`config.mk`:
```
export PLATFORM = sky130hd
export DESIGN_NAME = ch_select_ctrl_flat
export DESIGN_NICKNAME = d
export VERILOG_FILES = /design/src/rtl/ch_select_ctrl_if.sv /design/src/rtl/ch_select_ctrl.sv /design/src/flat_wrapper.sv
export SDC_FILE = /design/constraint.sdc
export NUM_CORES = 1
export LEC_CHECK = 0
export ABC_AREA = 1
export CAP_MARGIN = 20
export CORE_UTILIZATION = 52
export CTS_CLUSTER_SIZE = 20
export DETAILED_ROUTE_END_ITERATION = 16
export PLACE_DENSITY = 0.9
export SETUP_SLACK_MARGIN = 0.3
export SLEW_MARGIN = 40
export SYNTH_ARGS = -nofsm -noshare
export SYNTH_HDL_FRONTEND = slang
export SYNTH_SLANG_ARGS = --single-unit
```
`constraint.sdc`:
```
create_clock -name clk -period 2.7 [get_ports clk]
set_input_delay 0.54 -clock clk [delete_from_list [all_inputs] [get_ports clk]]
set_output_delay 0.54 -clock clk [all_outputs]
set_load 0.05 [all_outputs]
```
`src/rtl/ch_select_ctrl_if.sv`:
```
// Read port of the known-cluster-head table: the sequencer is master (strobe/address),
// the table is slave and returns ID/hops/Q one cycle after rd_en.
interface ch_select_ctrl_if #(
    parameter int WORD_WIDTH = 16,
    parameter int ADDR_WIDTH = 4
);
    logic                  rd_en;
    logic [ADDR_WIDTH-1:0] rd_addr;
    logic [WORD_WIDTH-1:0] rd_id;
    logic [WORD_WIDTH-1:0] rd_hops;
    logic [WORD_WIDTH-1:0] rd_qvalue;

    modport master (output rd_en, rd_addr, input rd_id, rd_hops, rd_qvalue);
    modport slave  (input rd_en, rd_addr, output rd_id, rd_hops, rd_qvalue);
endinterface

```
`src/rtl/ch_select_ctrl.sv`:
```
// Cluster-head selection sequencer: scans the CH table and keeps the entry with the
// fewest hops, then highest Q. Optional macro CHSEL_LOWID_TIEBREAK_EN: lower ID wins full ties.
module ch_select_ctrl #(
    parameter int WORD_WIDTH = 16,
    parameter int MAX_CH     = 16,
    parameter int ADDR_WIDTH = 4
) (
    input  logic                  clk,
    input  logic                  nrst,
    input  logic                  start,
    input  logic                  hb_reset,
    input  logic [ADDR_WIDTH:0]   num_entries,
    ch_select_ctrl_if.master      tbl,
    output logic                  busy,
    output logic                  done,
    output logic                  ch_valid,
    output logic [WORD_WIDTH-1:0] chosen_ch,
    output logic [WORD_WIDTH-1:0] hops_from_ch
);
    localparam logic [1:0] IDLE  = 2'd0;
    localparam logic [1:0] SCAN  = 2'd1;
    localparam logic [1:0] DRAIN = 2'd2;
    localparam logic [1:0] DONE  = 2'd3;

    localparam logic [ADDR_WIDTH:0] MAX_N = (ADDR_WIDTH+1)'(MAX_CH);

    logic [1:0]            state;
    logic [ADDR_WIDTH-1:0] addr;
    logic [ADDR_WIDTH:0]   n_lat;
    logic [ADDR_WIDTH:0]   n_clamp;
    logic                  rd_vld;
    logic                  last;
    logic [WORD_WIDTH-1:0] best_id, best_hops, best_q;
    logic                  found;
    logic                  cand_win;
    logic [WORD_WIDTH-1:0] nxt_id, nxt_hops, nxt_q;
    logic                  nxt_found;

    assign tbl.rd_en   = (state == SCAN);
    assign tbl.rd_addr = addr;
    assign busy        = (state != IDLE);
    assign done        = (state == DONE);

    assign n_clamp = (num_entries > MAX_N) ? MAX_N : num_entries;
    assign last    = ({1'b0, addr} == n_lat - 1'b1);

    // Compare the entry returned this cycle against the running best; the result is
    // forwarded so the final entry can be folded in on the DONE entry edge.
    always_comb begin
        cand_win = 1'b0;
        if (rd_vld && tbl.rd_id != '0) begin
            cand_win = !found
                    || (tbl.rd_hops < best_hops)
                    || (tbl.rd_hops == best_hops && tbl.rd_qvalue > best_q);
`ifdef CHSEL_LOWID_TIEBREAK_EN
            if (found && tbl.rd_hops == best_hops && tbl.rd_qvalue == best_q
                && tbl.rd_id < best_id)
                cand_win = 1'b1;
`endif
        end
        nxt_id    = cand_win ? tbl.rd_id     : best_id;
        nxt_hops  = cand_win ? tbl.rd_hops   : best_hops;
        nxt_q     = cand_win ? tbl.rd_qvalue : best_q;
        nxt_found = found | cand_win;
    end

    always_ff @(posedge clk) begin
        if (!nrst || hb_reset) begin
            state        <= IDLE;
            addr         <= '0;
            n_lat        <= '0;
            rd_vld       <= 1'b0;
            best_id      <= '0;
            best_hops    <= '1;
            best_q       <= '0;
            found        <= 1'b0;
            ch_valid     <= 1'b0;
            chosen_ch    <= '0;
            hops_from_ch <= '1;
        end else begin
            rd_vld    <= (state == SCAN);
            best_id   <= nxt_id;
            best_hops <= nxt_hops;
            best_q    <= nxt_q;
            found     <= nxt_found;
            case (state)
                IDLE: if (start) begin
                    n_lat     <= n_clamp;
                    addr      <= '0;
                    best_id   <= '0;
                    best_hops <= '1;
                    best_q    <= '0;
                    found     <= 1'b0;
                    if (n_clamp == '0) begin
                        state        <= DONE;
                        ch_valid     <= 1'b0;
                        chosen_ch    <= '0;
                        hops_from_ch <= '1;
                    end else begin
                        state <= SCAN;
                    end
                end
                SCAN: begin
                    if (last) begin
                        state <= DRAIN;
                        addr  <= '0;
                    end else begin
                        addr <= addr + 1'b1;
                    end
                end
                DRAIN: begin
                    state        <= DONE;
                    ch_valid     <= nxt_found;
                    chosen_ch    <= nxt_id;
                    hops_from_ch <= nxt_hops;
                end
                default: state <= IDLE;
            endcase
        end
    end
endmodule

```
`src/flat_wrapper.sv`:
```
// flat-port wrapper written by rule: the top's interface ports become plain ports
module ch_select_ctrl_flat 
#(
    parameter int WORD_WIDTH = 16,
    parameter int MAX_CH     = 16,
    parameter int ADDR_WIDTH = 4
)
  (clk, nrst, start, hb_reset, num_entries, busy, done, ch_valid, chosen_ch, hops_from_ch, tbl_rd_en, tbl_rd_addr, tbl_rd_id, tbl_rd_hops, tbl_rd_qvalue);
  ch_select_ctrl_if #(.WORD_WIDTH(WORD_WIDTH), .ADDR_WIDTH(ADDR_WIDTH)) tbl_i ();
  input  logic clk;
  input  logic nrst;
  input  logic start;
  input  logic hb_reset;
  input  logic [ADDR_WIDTH:0] num_entries;
  output logic busy;
  output logic done;
  output logic ch_valid;
  output logic [WORD_WIDTH-1:0] chosen_ch;
  output logic [WORD_WIDTH-1:0] hops_from_ch;
  output wire logic [$bits(tbl_i.rd_en)-1:0] tbl_rd_en;
  output wire logic [$bits(tbl_i.rd_addr)-1:0] tbl_rd_addr;
  input wire logic [$bits(tbl_i.rd_id)-1:0] tbl_rd_id;
  input wire logic [$bits(tbl_i.rd_hops)-1:0] tbl_rd_hops;
  input wire logic [$bits(tbl_i.rd_qvalue)-1:0] tbl_rd_qvalue;
  assign tbl_rd_en = tbl_i.rd_en;
  assign tbl_rd_addr = tbl_i.rd_addr;
  assign tbl_i.rd_id = tbl_rd_id;
  assign tbl_i.rd_hops = tbl_rd_hops;
  assign tbl_i.rd_qvalue = tbl_rd_qvalue;
  ch_select_ctrl #(.WORD_WIDTH(WORD_WIDTH), .MAX_CH(MAX_CH), .ADDR_WIDTH(ADDR_WIDTH)) u_core (.clk(clk), .nrst(nrst), .start(start), .hb_reset(hb_reset), .num_entries(num_entries), .tbl(tbl_i), .busy(busy), .done(done), .ch_valid(ch_valid), .chosen_ch(chosen_ch), .hops_from_ch(hops_from_ch));
endmodule
```
==> qor.csv <==
stage,metric,value,unit
run_status,status,"complete, but fails checks",
run_status,violations,DRC,
power_and_ir_drop,power_density,433,nW/µm²
grt,track_usage,26.1,%
hold_path,hold_depth,3,
grt,grt.overflow.total,0,
routing,avgRoutedWirePerCell,15.3,µm
worst_setup_path,r2r_end,u_core.chosen_ch[2],
worst_setup_path,ff2ff_path_depth,15,
worst_setup_path,cpMostUsedCell,nand2_1,
timing,slew_headroom,64.6,%
placed_design,place_hpwl,8880,µm
routing,drt_wl_total,13000,µm
routing,drcViolationCount,8,
power_and_ir_drop,swShare,26.9,%
timing,max_freq,422,MHz
worst_setup_path,critPathTopFamily,simple AND/OR/NAND/NOR gates,
worst_setup_path,arrival,2640,ps
synthesis,synth_area,4760,µm²
placed_design,dpl-instance-area,5830,µm²
clocking,clk_latency,380,ps
routing,dr.pass1.iters,12,
worst_setup_path,cp_cell_sequence,clkdlybuf4s50_1 -> ha_1 -> nand4_1 -> inv_1 -> nand2_1 -> nand2_1 -> nand2_1 -> nand2_1 -> nand2_2 -> nand2_4 -> nand2_8 -> buf_8 -> nand2_1 -> nand3_1 -> o21ai_0 -> inv_1,
final_layout,antenna_cells,0,
final_layout,nets,831,
worst_setup_path,endpoint_kind,register,
floorplan,core-area,8810,µm²
timing,hold_viol,0,
timing,setup_violations,0,
timing,timing.hold.ws,458,ps
power_and_ir_drop,p_clk_share,35.3,%
worst_setup_path,worstPathMaxFanout,13,
synthesis,synthFlopType,dfxtp_1,
clocking,clk_pin_slew,90,ps
routing,via_per_inst,5.51,
timing,period_needed,2370,ps
final_layout,multiInputGateArea,2560,µm²
synthesis,synth_area_leaders,"dfxtp_1 (40%), nand2_1 (12%), ha_1 (10%), inv_1 (6.2%), nand3_1 (5.0%)",
grt,grt_pass1_wl,20000,µm
synthesis,synth_seq_cells,94,
clocking,htreeDepth,3,
power_and_ir_drop,seqPwrFrac,51.0,%
power_and_ir_drop,combPwrFrac,13.7,%
clocking,cts-root-buf,clkbuf_8,
power_and_ir_drop,power_switching,0.000740,W
synthesis,synth_top_area_share,39.5,%
synthesis,async_flop_share,0,%
synthesis,synth_area_leader_cell,dfxtp_1,
synthesis,seq_area_frac_synth,39.5,%
synthesis,yosysWarnings,0,
floorplan,ios,97,
floorplan,die_h,97.7,µm
worst_setup_path,cp_slowest_stage_delay,460,ps
worst_setup_path,criticalPathCategory,in2reg,
worst_setup_path,start_kind,input port,
power_and_ir_drop,total_power,0.00275,W
worst_setup_path,path_buf_inv,4,
worst_setup_path,required,2970,ps
timing,min_period_over_period,87.8,%
clocking,clockBufferDepth,2,
grt,grt_max_degree,31,
worst_setup_path,timing.rr.start,u_core.best_hops[15],
grt,antenna_found_initial,0,
routing,via_count,4672,
synthesis,syn-num-nets,726,
power_and_ir_drop,p_int,0.00201,W
clocking,cts_tree,yes,
floorplan,initial_core_util,54.1,%
power_and_ir_drop,ir_drop,0.317,mV
power_and_ir_drop,p_leak,2.92,nW
synthesis,synth-edff-count,0,
final_layout,drive_gt1_share,11.2,%
clocking,cts_buffers,9,
grt,grt_pass1_vias,4452,
placed_design,place_congestion,0.871,
hold_path,worstHoldStart,tbl_rd_hops[10],
flow_run,drv_cap,0,
timing,finalMaxSlewViolations,0,
worst_setup_path,cp_slowest_cell,clkdlybuf4s50_1,
synthesis,postSynthCellCount,630,
floorplan,fp-row-count,34,
timing,skew,15.1,ps
final_layout,syn_to_final_growth,33.1,%
timing,tightest_slew,529,ps
final_layout,n_fill_cell,611,
floorplan,die_x,97.7,µm
synthesis,synthDistinctLibCells,42,
hold_path,worstHoldEndpoint,u_core.best_hops[10],
timing,rsz0062_at_grt,yes,
final_layout,finalInstanceArea,6340,µm²
routing,route.antenna.remaining_nets,0,
final_layout,final_util,72.0,%
final_layout,final-seq-area,1880,µm²
worst_setup_path,r2r_slack,550,ps
hold_path,hold_path_class,in2reg,
routing,drtIter0Drc,264,
floorplan,die-area,9540,µm²
synthesis,syn-mean-instance-area,7.56,µm²
clocking,cts.sink_count,94,
placed_design,port_buffers,96,
metal layers:
| layer | GRT usage, % | wire length [µm] | part of all wire [%] | vias to the layer above |
|---|---|---|---|---|
| li1 | - | - | - | 2274 |
| met2 | 45.6 | 6340 | 49 | 184 |
| met5 | 0 | 0 | 0 | - |
| met3 | 4.75 | 706 | 5.4 | 32 |
| met4 | 12.1 | 404 | 3.1 | 0 |
| met1 | 30.8 | 5540 | 43 | 2182 |
cells in the mapped netlist, types with 2 or more instances:
cell and instances:
xor2_1 2, nand2_2 4, buf_4 5, dfxtp_1 94, buf_8 2, inv_2 3, a21oi_1 31, o2bb2ai_1 8
nor2_4 2, or2_2 2, nor2_1 46, inv_1 79, xnor2_1 3, buf_2 4, ha_1 39, clkinv_1 3
nand2_1 154, clkbuf_1 10, o21ai_1 3, a211oi_2 2, a211oi_1 15, buf_6 3, nand4_1 18, o21ai_0 30
nand2_4 2, nand3_1 48, nor4_1 3
power groups by stage:
stage / logic (W) / clock network [W] / registers [W]
after floorplan: 0.000184 / 0 / 0.00143
after global placement: 0.000334 / 0 / 0.00143
after detailed placement: 0.000344 / 0 / 0.00143
after CTS: 0.000347 / 0.000974 / 0.00140
after global routing: 0.000405 / 0.00104 / 0.00140
final: 0.000375 / 0.000970 / 0.00140
metrics by stage:
stage	std cells	setup slack, ps	TNS, ps
2_1_floorplan	630	572	0
3_3_place_gp	826	-86.0	-2030
3_5_place_dp	826	-171	-5100
4_1_cts	842	291	0
5_1_grt	848	220	0
6_report	848	329	0
worst max-delay path by stage:
stage,from,endpoint,cells after the start
after global placement,tbl_rd_qvalue[9],u_core.hops_from_ch[14],16
after floorplan,tbl_rd_qvalue[15],register,15
after CTS,tbl_rd_qvalue[15],u_core.chosen_ch[4],15
after global routing,tbl_rd_hops[12],register,15
final,tbl_rd_qvalue[5],u_core.hops_from_ch[12],16
after detailed placement,tbl_rd_qvalue[15],u_core.hops_from_ch[5],16
area by class of cell:
cell class / count / area share [%]
repair buffers: 118 / 19.5
well taps: 108 / 2.13
multi-input cells: 427 / 40.4
inverters: 85 / 5.11
clock inverters: 5 / 0.928
flip-flops and latches: 94 / 29.7
clock buffers: 11 / 2.23
worst register-to-register path, delay by kind of cell (launching register included):
family | cells | cell delay, ps
adders and majority gates | 1 | 290
DFF | 1 | 370
AOI/OAI and AO/OA | 2 | 270
and+or+nand+nor | 9 | 880
buffers and inverters | 3 | 290
kinds of logic after synthesis:
kind of cell	Yosys count	share of synthesized area, %
buf+inv	109	10.0
flops	94	39.5
simple gates	286	26.4
fa+ha+maj	39	10.2
xor+xnor	5	0.920
compound gates	97	12.9
layout by cell type (no fill, tap or decap), types with 3 or more instances in the layout:
cell type        instances
nor2_1                  44
clkinv_1                 3
clkdlybuf4s50_1         76
nand2_2                  4
nor2_2                   3
nand3_1                 46
a211oi_1                15
o2bb2ai_1                8
dfxtp_1                 94
o21ai_0                 25
xnor2_1                  3
inv_2                    3
buf_4                   17
ha_1                    31
a21oi_2                  4
inv_1                   78
nor4_1                   3
nand4_1                 18
clkbuf_8                10
ha_4                     7
a21oi_1                 28
nand2_1                154
o21ai_2                  5
dlymetal6s2s_1          18
repair_timing:
action                                  CTS  global route
setup buffers                             0             4
hold buffers                              0             0
cloned                                    0             2
resized for setup                         5            52
pin swaps                                 0            23
endpoints found under the setup margin   33            61
(Power assumes the default switching activity.)
